$ cat config.mk
export PLATFORM = sky130hd
export DESIGN_NAME = button_events_flat
export DESIGN_NICKNAME = d
export VERILOG_FILES = /design/src/rtl/button_events_if.sv /design/src/rtl/button_events.sv /design/src/flat_wrapper.sv
export SDC_FILE = /design/constraint.sdc
export NUM_CORES = 1
export LEC_CHECK = 0
export BUFFER_PORTS_ARGS = -buffer_cell sky130_fd_sc_hd__buf_2
export CAP_MARGIN = 20
export CORE_MARGIN = 8
export CORE_UTILIZATION = 43
export DETAILED_ROUTE_END_ITERATION = 6
export PLACE_DENSITY = 0.71
export SLEW_MARGIN = 20
export SYNTH_ARGS = -nofsm -noshare
export SYNTH_HDL_FRONTEND = slang
export SYNTH_SLANG_ARGS = --single-unit
$ cat constraint.sdc
create_clock -name clk -period 4.6 [get_ports clk]
set_input_delay 0.92 -clock clk [delete_from_list [all_inputs] [get_ports clk]]
set_output_delay 0.92 -clock clk [all_outputs]
set_load 0.01 [all_outputs]
$ cat src/rtl/button_events_if.sv
// Push-button event bus: raw button level in, debounced level and
// one-cycle event pulses out.
interface button_events_if;
  logic btn_raw;
  logic btn_level;
  logic press_pulse;
  logic release_pulse;
  logic short_pulse;
  logic long_pulse;

  // Driver of the raw button / consumer of the events
  modport master (
    output btn_raw,
    input  btn_level,
    input  press_pulse,
    input  release_pulse,
    input  short_pulse,
    input  long_pulse
  );

  // The event generator itself
  modport slave (
    input  btn_raw,
    output btn_level,
    output press_pulse,
    output release_pulse,
    output short_pulse,
    output long_pulse
  );
endinterface

$ cat src/rtl/button_events.sv
// Push-button debouncer with press / release / short / long event pulses.
//
// state   | meaning
// --------+---------------------------------------------------
// IDLE    | debounced level low, waiting for a press
// PRESSED | debounced level high, hold timer running
// HELD    | long press already reported, waiting for release
module button_events #(
  parameter int CLK_HZ      = 50000000,
  parameter int DEBOUNCE_MS = 20,
  parameter int LONG_MS     = 1000
) (
  input  logic            clk,
  input  logic            reset,
  button_events_if.slave  bus
);

  localparam int DIV = CLK_HZ / 1000;
  localparam int PW  = (DIV > 1) ? $clog2(DIV) : 1;
  localparam logic [PW-1:0] PRESC_LAST = PW'(DIV - 1);
  localparam logic [7:0]    DEB_LAST   = 8'(DEBOUNCE_MS - 1);
  localparam logic [15:0]   LONG_LAST  = 16'(LONG_MS - 1);

  typedef enum logic [1:0] {IDLE, PRESSED, HELD} state_t;

  logic          sync_1;
  logic          btn_sync;
  logic [PW-1:0] presc_q;
  logic          ms_tick;
  logic [7:0]    deb_cnt;
  logic          btn_level;
  logic          accept;
  logic          level_rise;
  logic          level_fall;

  state_t        state_q, state_d;
  logic [15:0]   hold_q, hold_d;
  logic          press_q, press_d;
  logic          release_q, release_d;
  logic          short_q, short_d;
  logic          long_q, long_d;

  // Two-flop synchronizer: the only place btn_raw is sampled
  always_ff @(posedge clk or posedge reset) begin
    if (reset) begin
      sync_1   <= 1'b0;
      btn_sync <= 1'b0;
    end else begin
      sync_1   <= bus.btn_raw;
      btn_sync <= sync_1;
    end
  end

  // Millisecond prescaler; with DIV == 1 the counter sits at 0 and ticks every cycle
  always_ff @(posedge clk or posedge reset) begin
    if (reset) begin
      presc_q <= '0;
    end else if (presc_q == PRESC_LAST) begin
      presc_q <= '0;
    end else begin
      presc_q <= presc_q + PW'(1);
    end
  end

  assign ms_tick    = (presc_q == PRESC_LAST);
  assign accept     = ms_tick && (btn_sync != btn_level) && (deb_cnt == DEB_LAST);
  assign level_rise = accept && !btn_level;
  assign level_fall = accept && btn_level;

  // Debounce: count ms while the synchronized input disagrees, toggle when stable long enough
  always_ff @(posedge clk or posedge reset) begin
    if (reset) begin
      deb_cnt   <= '0;
      btn_level <= 1'b0;
    end else if (btn_sync == btn_level) begin
      deb_cnt <= '0;
    end else if (ms_tick) begin
      if (deb_cnt == DEB_LAST) begin
        btn_level <= ~btn_level;
        deb_cnt   <= '0;
      end else begin
        deb_cnt <= deb_cnt + 8'd1;
      end
    end
  end

  // FSM state, hold timer and registered event pulses
  always_ff @(posedge clk or posedge reset) begin
    if (reset) begin
      state_q   <= IDLE;
      hold_q    <= '0;
      press_q   <= 1'b0;
      release_q <= 1'b0;
      short_q   <= 1'b0;
      long_q    <= 1'b0;
    end else begin
      state_q   <= state_d;
      hold_q    <= hold_d;
      press_q   <= press_d;
      release_q <= release_d;
      short_q   <= short_d;
      long_q    <= long_d;
    end
  end

  // Next state and pulses; a release on the threshold edge beats the long press
  always_comb begin
    state_d   = state_q;
    hold_d    = hold_q;
    press_d   = 1'b0;
    release_d = 1'b0;
    short_d   = 1'b0;
    long_d    = 1'b0;
    case (state_q)
      IDLE: begin
        if (level_rise) begin
          state_d = PRESSED;
          hold_d  = '0;
          press_d = 1'b1;
        end
      end
      PRESSED: begin
        if (level_fall) begin
          state_d   = IDLE;
          release_d = 1'b1;
          short_d   = 1'b1;
        end else if (ms_tick) begin
          if (hold_q == LONG_LAST) begin
            state_d = HELD;
            long_d  = 1'b1;
          end else begin
            hold_d = hold_q + 16'd1;
          end
        end
      end
      HELD: begin
        if (level_fall) begin
          state_d   = IDLE;
          release_d = 1'b1;
        end
      end
      default: state_d = IDLE;
    endcase
  end

  assign bus.btn_level     = btn_level;
  assign bus.press_pulse   = press_q;
  assign bus.release_pulse = release_q;
  assign bus.short_pulse   = short_q;
  assign bus.long_pulse    = long_q;

endmodule

$ cat src/flat_wrapper.sv
// flat-port wrapper written by rule: the top's interface ports become plain ports
module button_events_flat 
#(
  parameter int CLK_HZ      = 50000000,
  parameter int DEBOUNCE_MS = 20,
  parameter int LONG_MS     = 1000
)
  (clk, reset, bus_btn_raw, bus_btn_level, bus_press_pulse, bus_release_pulse, bus_short_pulse, bus_long_pulse);
  button_events_if bus_i ();
  input  logic clk;
  input  logic reset;
  input wire logic [$bits(bus_i.btn_raw)-1:0] bus_btn_raw;
  output wire logic [$bits(bus_i.btn_level)-1:0] bus_btn_level;
  output wire logic [$bits(bus_i.press_pulse)-1:0] bus_press_pulse;
  output wire logic [$bits(bus_i.release_pulse)-1:0] bus_release_pulse;
  output wire logic [$bits(bus_i.short_pulse)-1:0] bus_short_pulse;
  output wire logic [$bits(bus_i.long_pulse)-1:0] bus_long_pulse;
  assign bus_i.btn_raw = bus_btn_raw;
  assign bus_btn_level = bus_i.btn_level;
  assign bus_press_pulse = bus_i.press_pulse;
  assign bus_release_pulse = bus_i.release_pulse;
  assign bus_short_pulse = bus_i.short_pulse;
  assign bus_long_pulse = bus_i.long_pulse;
  button_events #(.CLK_HZ(CLK_HZ), .DEBOUNCE_MS(DEBOUNCE_MS), .LONG_MS(LONG_MS)) u_core (.clk(clk), .reset(reset), .bus(bus_i));
endmodule
Word level (Yosys, flattened, before mapping)
Cells that the tools add are included.

Register bits: 49. Bits in latches: 0. Bits in writable memories: 0. ROM bits: 0. Input bits: 3. Output and inout bits: 5. Logic and storage cells: 66. Memories kept: 0.

Add/sub/neg operators: 3. Multiply operators: 0. Div/mod/pow operators: 0. Order comparisons: 0. Equal/unequal tests: 14. Shifts and indexed selects: 0. Muxes and demuxes: 24. Bitwise logic cells: 2. Reduce and logical (&&, ||, !) cells: 12.

Operator list (number): two-way mux 16 bit (5); adder 16 x 1 -> 16 bit, second input constant (2); case mux 16 bit (2 select lines) (1); two-way mux 8 bit (3); == test 16 x 10 -> 1 bit, second input constant (1); == test 16 bit, second input constant (1); two-way mux 2 bit (5); two-way mux 1 bit (9); adder 8 x 1 -> 8 bit, second input constant (1); == test 8 x 5 -> 1 bit, second input constant (1); != test 2 x 1 -> 1 bit, second input constant (3); != test 3 x 1 -> 1 bit, second input constant (2); case mux 2 bit (3 select lines) (1); AND reduction 5 bit (1); logical AND 1 bit (4); != test 2 bit, second input constant (2); AND reduction 4 bit (1); nonzero test 2 bit (2); AND reduction 3 bit (1); == test 2 x 1 -> 1 bit, second input constant (1); == test 2 bit, second input constant (1); logical NOT 2 bit (1); inverter 1 bit (2); OR reduction 2 bit (1); other kinds (3) (3).

Longest topological paths before layout
Depth after elaboration: 6. Depth in mapped cells: 9. Mapped depth without buffers: 8.

Least setup slack after synthesis
Ideal clock, no wire load.

Kind: register to register. Start point: register u_core.presc_q[13]. End point: register u_core.hold_q[12]. Setup time: 0.129 ns. Arrival: 2.102 ns. Data required time: 4.471 ns. Slack: 2.369 ns. Stages on the path, launching flop included: 8. Path buffers: 1. Clock period less this slack: 2.231 ns. Path through: dfrtp_1 > or4_4 > nor4_4 > o211a_1 > o211ai_1 > buf_2 > o21ai_0 > o41ai_1.

Longest elaborated chain between the ends: 6. Elaborated cells on any way between the ends: 9. Those cells by class: eq/ne: 4; reduce/logical: 5.

RTL lines: start, declared (line button_events.sv:28) `logic [PW-1:0] presc_q;`; start signal, assigned (line button_events.sv:61) `presc_q <= presc_q + PW'(1);`; == test 16 bit (*) (line button_events.sv:65) `assign ms_tick = (presc_q == PRESC_LAST);`; logical AND 1 bit (2 in series) (line button_events.sv:66) `assign accept = ms_tick && (btn_sync != btn_level) && (deb_cnt == DEB_LAST);`; logical AND 1 bit, on equally long branches (line button_events.sv:68, button_events.sv:67); != test 2 bit (no line) or != test 2 x 1 -> 1 bit (tied branches); AND reduction 5 bit (no line) (*); end signal, assigned (line button_events.sv:98) `hold_q <= hold_d;`; end, declared (line button_events.sv:37) `logic [15:0] hold_q, hold_d;`.

Every way passes the cells marked *; elsewhere a longest branch is shown, timed or not. A chain may end at the register's enable or synchronous reset.

Final worst setup path
Start point: register u_core.presc_q[13]. End point: register u_core.hold_q[13].

Same word-level chain as after synthesis.

==> impl_metrics.yaml <==
layout:
  antenna_cells: 0
  drive_gt1_share_pct: 8.21
  multiInputGateArea_sq_um: 1220
  final_common_cell: "dfrtp_1"
  layout_common_cells: "dfrtp_1, o21ai_0, nor2_1"
  seqCellArea_sq_um: 1230
  nFillCells: 548
  area_growth_pct: 8.84
  nets: 276
  post-route-cell-area_sq_um: 2730
clock_tree:
  cts_root_buf: "clkbuf_8"
  clk_pin_slew_ns: 0.09
  clk-insertion-delay-late_ns: 0.30
  cts_setup_buffers: 0
  ctsLongestPathBuffers: 2
  cts_resized: 0
  cts_tree: "yes"
  htree_levels: 2
  cts_inserted_buffers: 5
  cts_sinks: 49
  cts_hold_buf: 0
power:
  combPwrFrac_pct: 1.5
  power_leakage_uw: 0.00121
  pwr-share-seq_pct: 56.3
  internal-power_uw: 610
  ir_drop_mv: 0.179
  p_switching_uw: 157
  clkPwrFrac_pct: 42.2
  pwr_density_cell_nw_per_um2: 281
  switching_share_pct: 20.5
yosys:
  synth-seq-cells: 49
  synth.avg_cell_area_sq_um: 9.64
  mappedNetlistNets: 269
  synth_area_leaders: "dfrtp_1, o21ai_0, nand3_1, xor2_1, nor2_1"
  netlist_instances: 260
  synth_largest_area_cell: "dfrtp_1"
  synth_warnings: 0
  synth.top_cell.area_share_pct: 48.9
  synth_cell_types: 38
  synth_edf_count: 0
  synthFlopType: "dfrtp_1"
  postSynth.asyncResetShare_pct: 100
  synth_area_sq_um: 2510
  ys_seq_area_share_pct: 48.9
hold_path:
  holdPathEnd: "u_core.btn_sync"
  min_delay_path_depth: 0
  hold_path.startpoint: "u_core.sync_1"
  min_path_type: "reg -> reg"
die:
  initial_core_util_pct: 43.4
  rows: 28
  dieArea_sq_um: 8530
  die_w_um: 92.3
  num_io_pins: 8
  core_area_sq_um: 5780
  dieHeight_um: 92.3
setup_path:
  crit_chain: "or4_4, nor4_4, o211a_1, o211ai_1, clkbuf_2, o21ai_0, o31ai_1"
  cp_num_buf_inv: 1
  arrival_ns: 3.17
  critPathRequiredTime_ns: 4.79
  rrSetupSlack_ns: 1.62
  critical_path_class: "reg -> reg"
  critPathTopFamily: "simple AND/OR/NAND/NOR gates"
  cp_max_fo: 16
  reg2reg_to: "u_core.hold_q[13]"
  slowest_stage: "nor4_4"
  r2r-start: "u_core.presc_q[13]"
  cp_slowest_stage_delay_ns: 0.68
  crit_path_end_kind: "flip-flop"
  start_kind: "flip-flop"
  rr_worst_depth: 7
timing:
  post-route-period-util_pct: 64.7
  period_minus_slack_ns: 2.98
  tightest_slew_ns: 0.813
  hold_viol_final: 0
  rsz0062_at_grt: "no"
  finalClockSkew_ns: 0.00747
  fin_tns_setup_ns: 0
  setup_viol: 0
  max_freq_mhz: 336
  timing.slew.headroom_pct: 45.8
  drv_slew: 0
  hold_slack_ns: 0.381
global_route:
  gr-total-overflow: 0
  grt_pass1_wl_um: 8460
  antenna_found_initial: 0
  grt_max_degree: 50
  grt.total_usage_pct: 11.9
  grt_pass1_vias: 1861
routing:
  firstDrtPassIters: 4
  drt_iter0_markers: 128
  via_count: 1914
  drt-vias-per-instance: 5.58
  drtAntennaViolNets: 0
  routedWlPerCell_um: 13.6
  drc: 0
  drt-total-wl_um: 4680
run_status:
  outcome: "completed"
placement:
  gp_congestion: 0.800
  io_buffers: 7
  dp_hpwl_um: 3200
  placed_area_sq_um: 2600
run:
  drv_cap: 0
-- kinds of logic after synthesis --
family	count (synthesis)	synth area share, %
buf+inv	16	2.55
xor+xnor	16	5.59
compound gates	55	13.7
mux	2	0.849
flops	49	48.9
fa+ha+maj	6	3.00
simple gates	116	25.4
-- per-stage QoR --
stage	setup WS, ns	cells	power (uW)	utilization, %
after floorplan	2.37	260	449	-
after global placement	1.73	334	453	45.0
after detailed placement	1.63	334	452	45.0
after CTS	1.63	342	775	47.1
after global routing	1.34	343	796	47.2
final	1.62	343	767	47.2
-- how the worst max path moves through the flow --
stage | startpoint | endpoint | slack (ns) | cells past startpoint
floorplan | u_core.presc_q[13] | u_core.hold_q[12] | 2.37 | 7
global placement | u_core.presc_q[13] | u_core.hold_q[15] | 1.73 | 6
detailed placement | u_core.presc_q[13] | u_core.hold_q[13] | 1.63 | 6
CTS | u_core.presc_q[13] | u_core.hold_q[13] | 1.63 | 6
global route | u_core.presc_q[0] | u_core.hold_q[13] | 1.34 | 8
finish | u_core.presc_q[13] | u_core.hold_q[13] | 1.62 | 7
-- power groups by stage --
stage          Clock (uW)  Combinational [uW]  Sequential [uW]
6_report              324                11.4              432
5_1_grt               350                13.9              432
4_1_cts               332                12.2              432
3_5_place_dp            0                12.2              440
3_3_place_gp            0                12.2              440
2_1_floorplan           0                8.60              440
-- per-layer routing --
layer | routed length (um) | track usage (%)
met5 | 0 | 0
met1 | 2320 | 15.4
met4 | 91 | 5.23
met3 | 147 | 2.27
met2 | 2120 | 18.8
-- registers in the layout, indices dropped and copies added, names as in the netlist --
| signal | flops |
|---|---|
| u_core.btn_sync | 1 |
| u_core.bus.btn_level | 1 |
| u_core.bus.long_pulse | 1 |
| u_core.bus.press_pulse | 1 |
| u_core.bus.release_pulse | 1 |
| u_core.bus.short_pulse | 1 |
| u_core.deb_cnt | 8 |
| u_core.hold_q | 16 |
| u_core.presc_q | 16 |
| u_core.state_q | 2 |
| u_core.sync_1 | 1 |
-- worst reg2reg max path, stage by stage, from the launching register on --
cell      delay, ns
dfrtp_1        0.41
or4_4          0.55
nor4_4         0.68
o211a_1        0.32
o211ai_1       0.32
clkbuf_2       0.28
o21ai_0        0.20
o31ai_1        0.10
-- synthesized netlist by cell type, types with 5 or more instances --
library cell / number
nor2b_1: 9
xnor2_1: 6
o21ai_0: 29
nand4_1: 9
nor2_1: 23
xor2_1: 10
inv_1: 8
nand2_1: 20
clkbuf_1: 5
and2_1: 7
o31ai_1: 6
ha_1: 6
a31oi_1: 5
and3_1: 11
nand3_1: 21
dfrtp_1: 49
-- area by class of cell --
type                    count  area share [%]
repair buffers              8            1.47
clock inverters             2            1.38
flip-flops and latches     49            45.0
multi-input cells         195            44.6
clock buffers               6            3.03
well taps                  75            3.44
inverters                   8            1.15
Power figures use the tool's default switching activity.
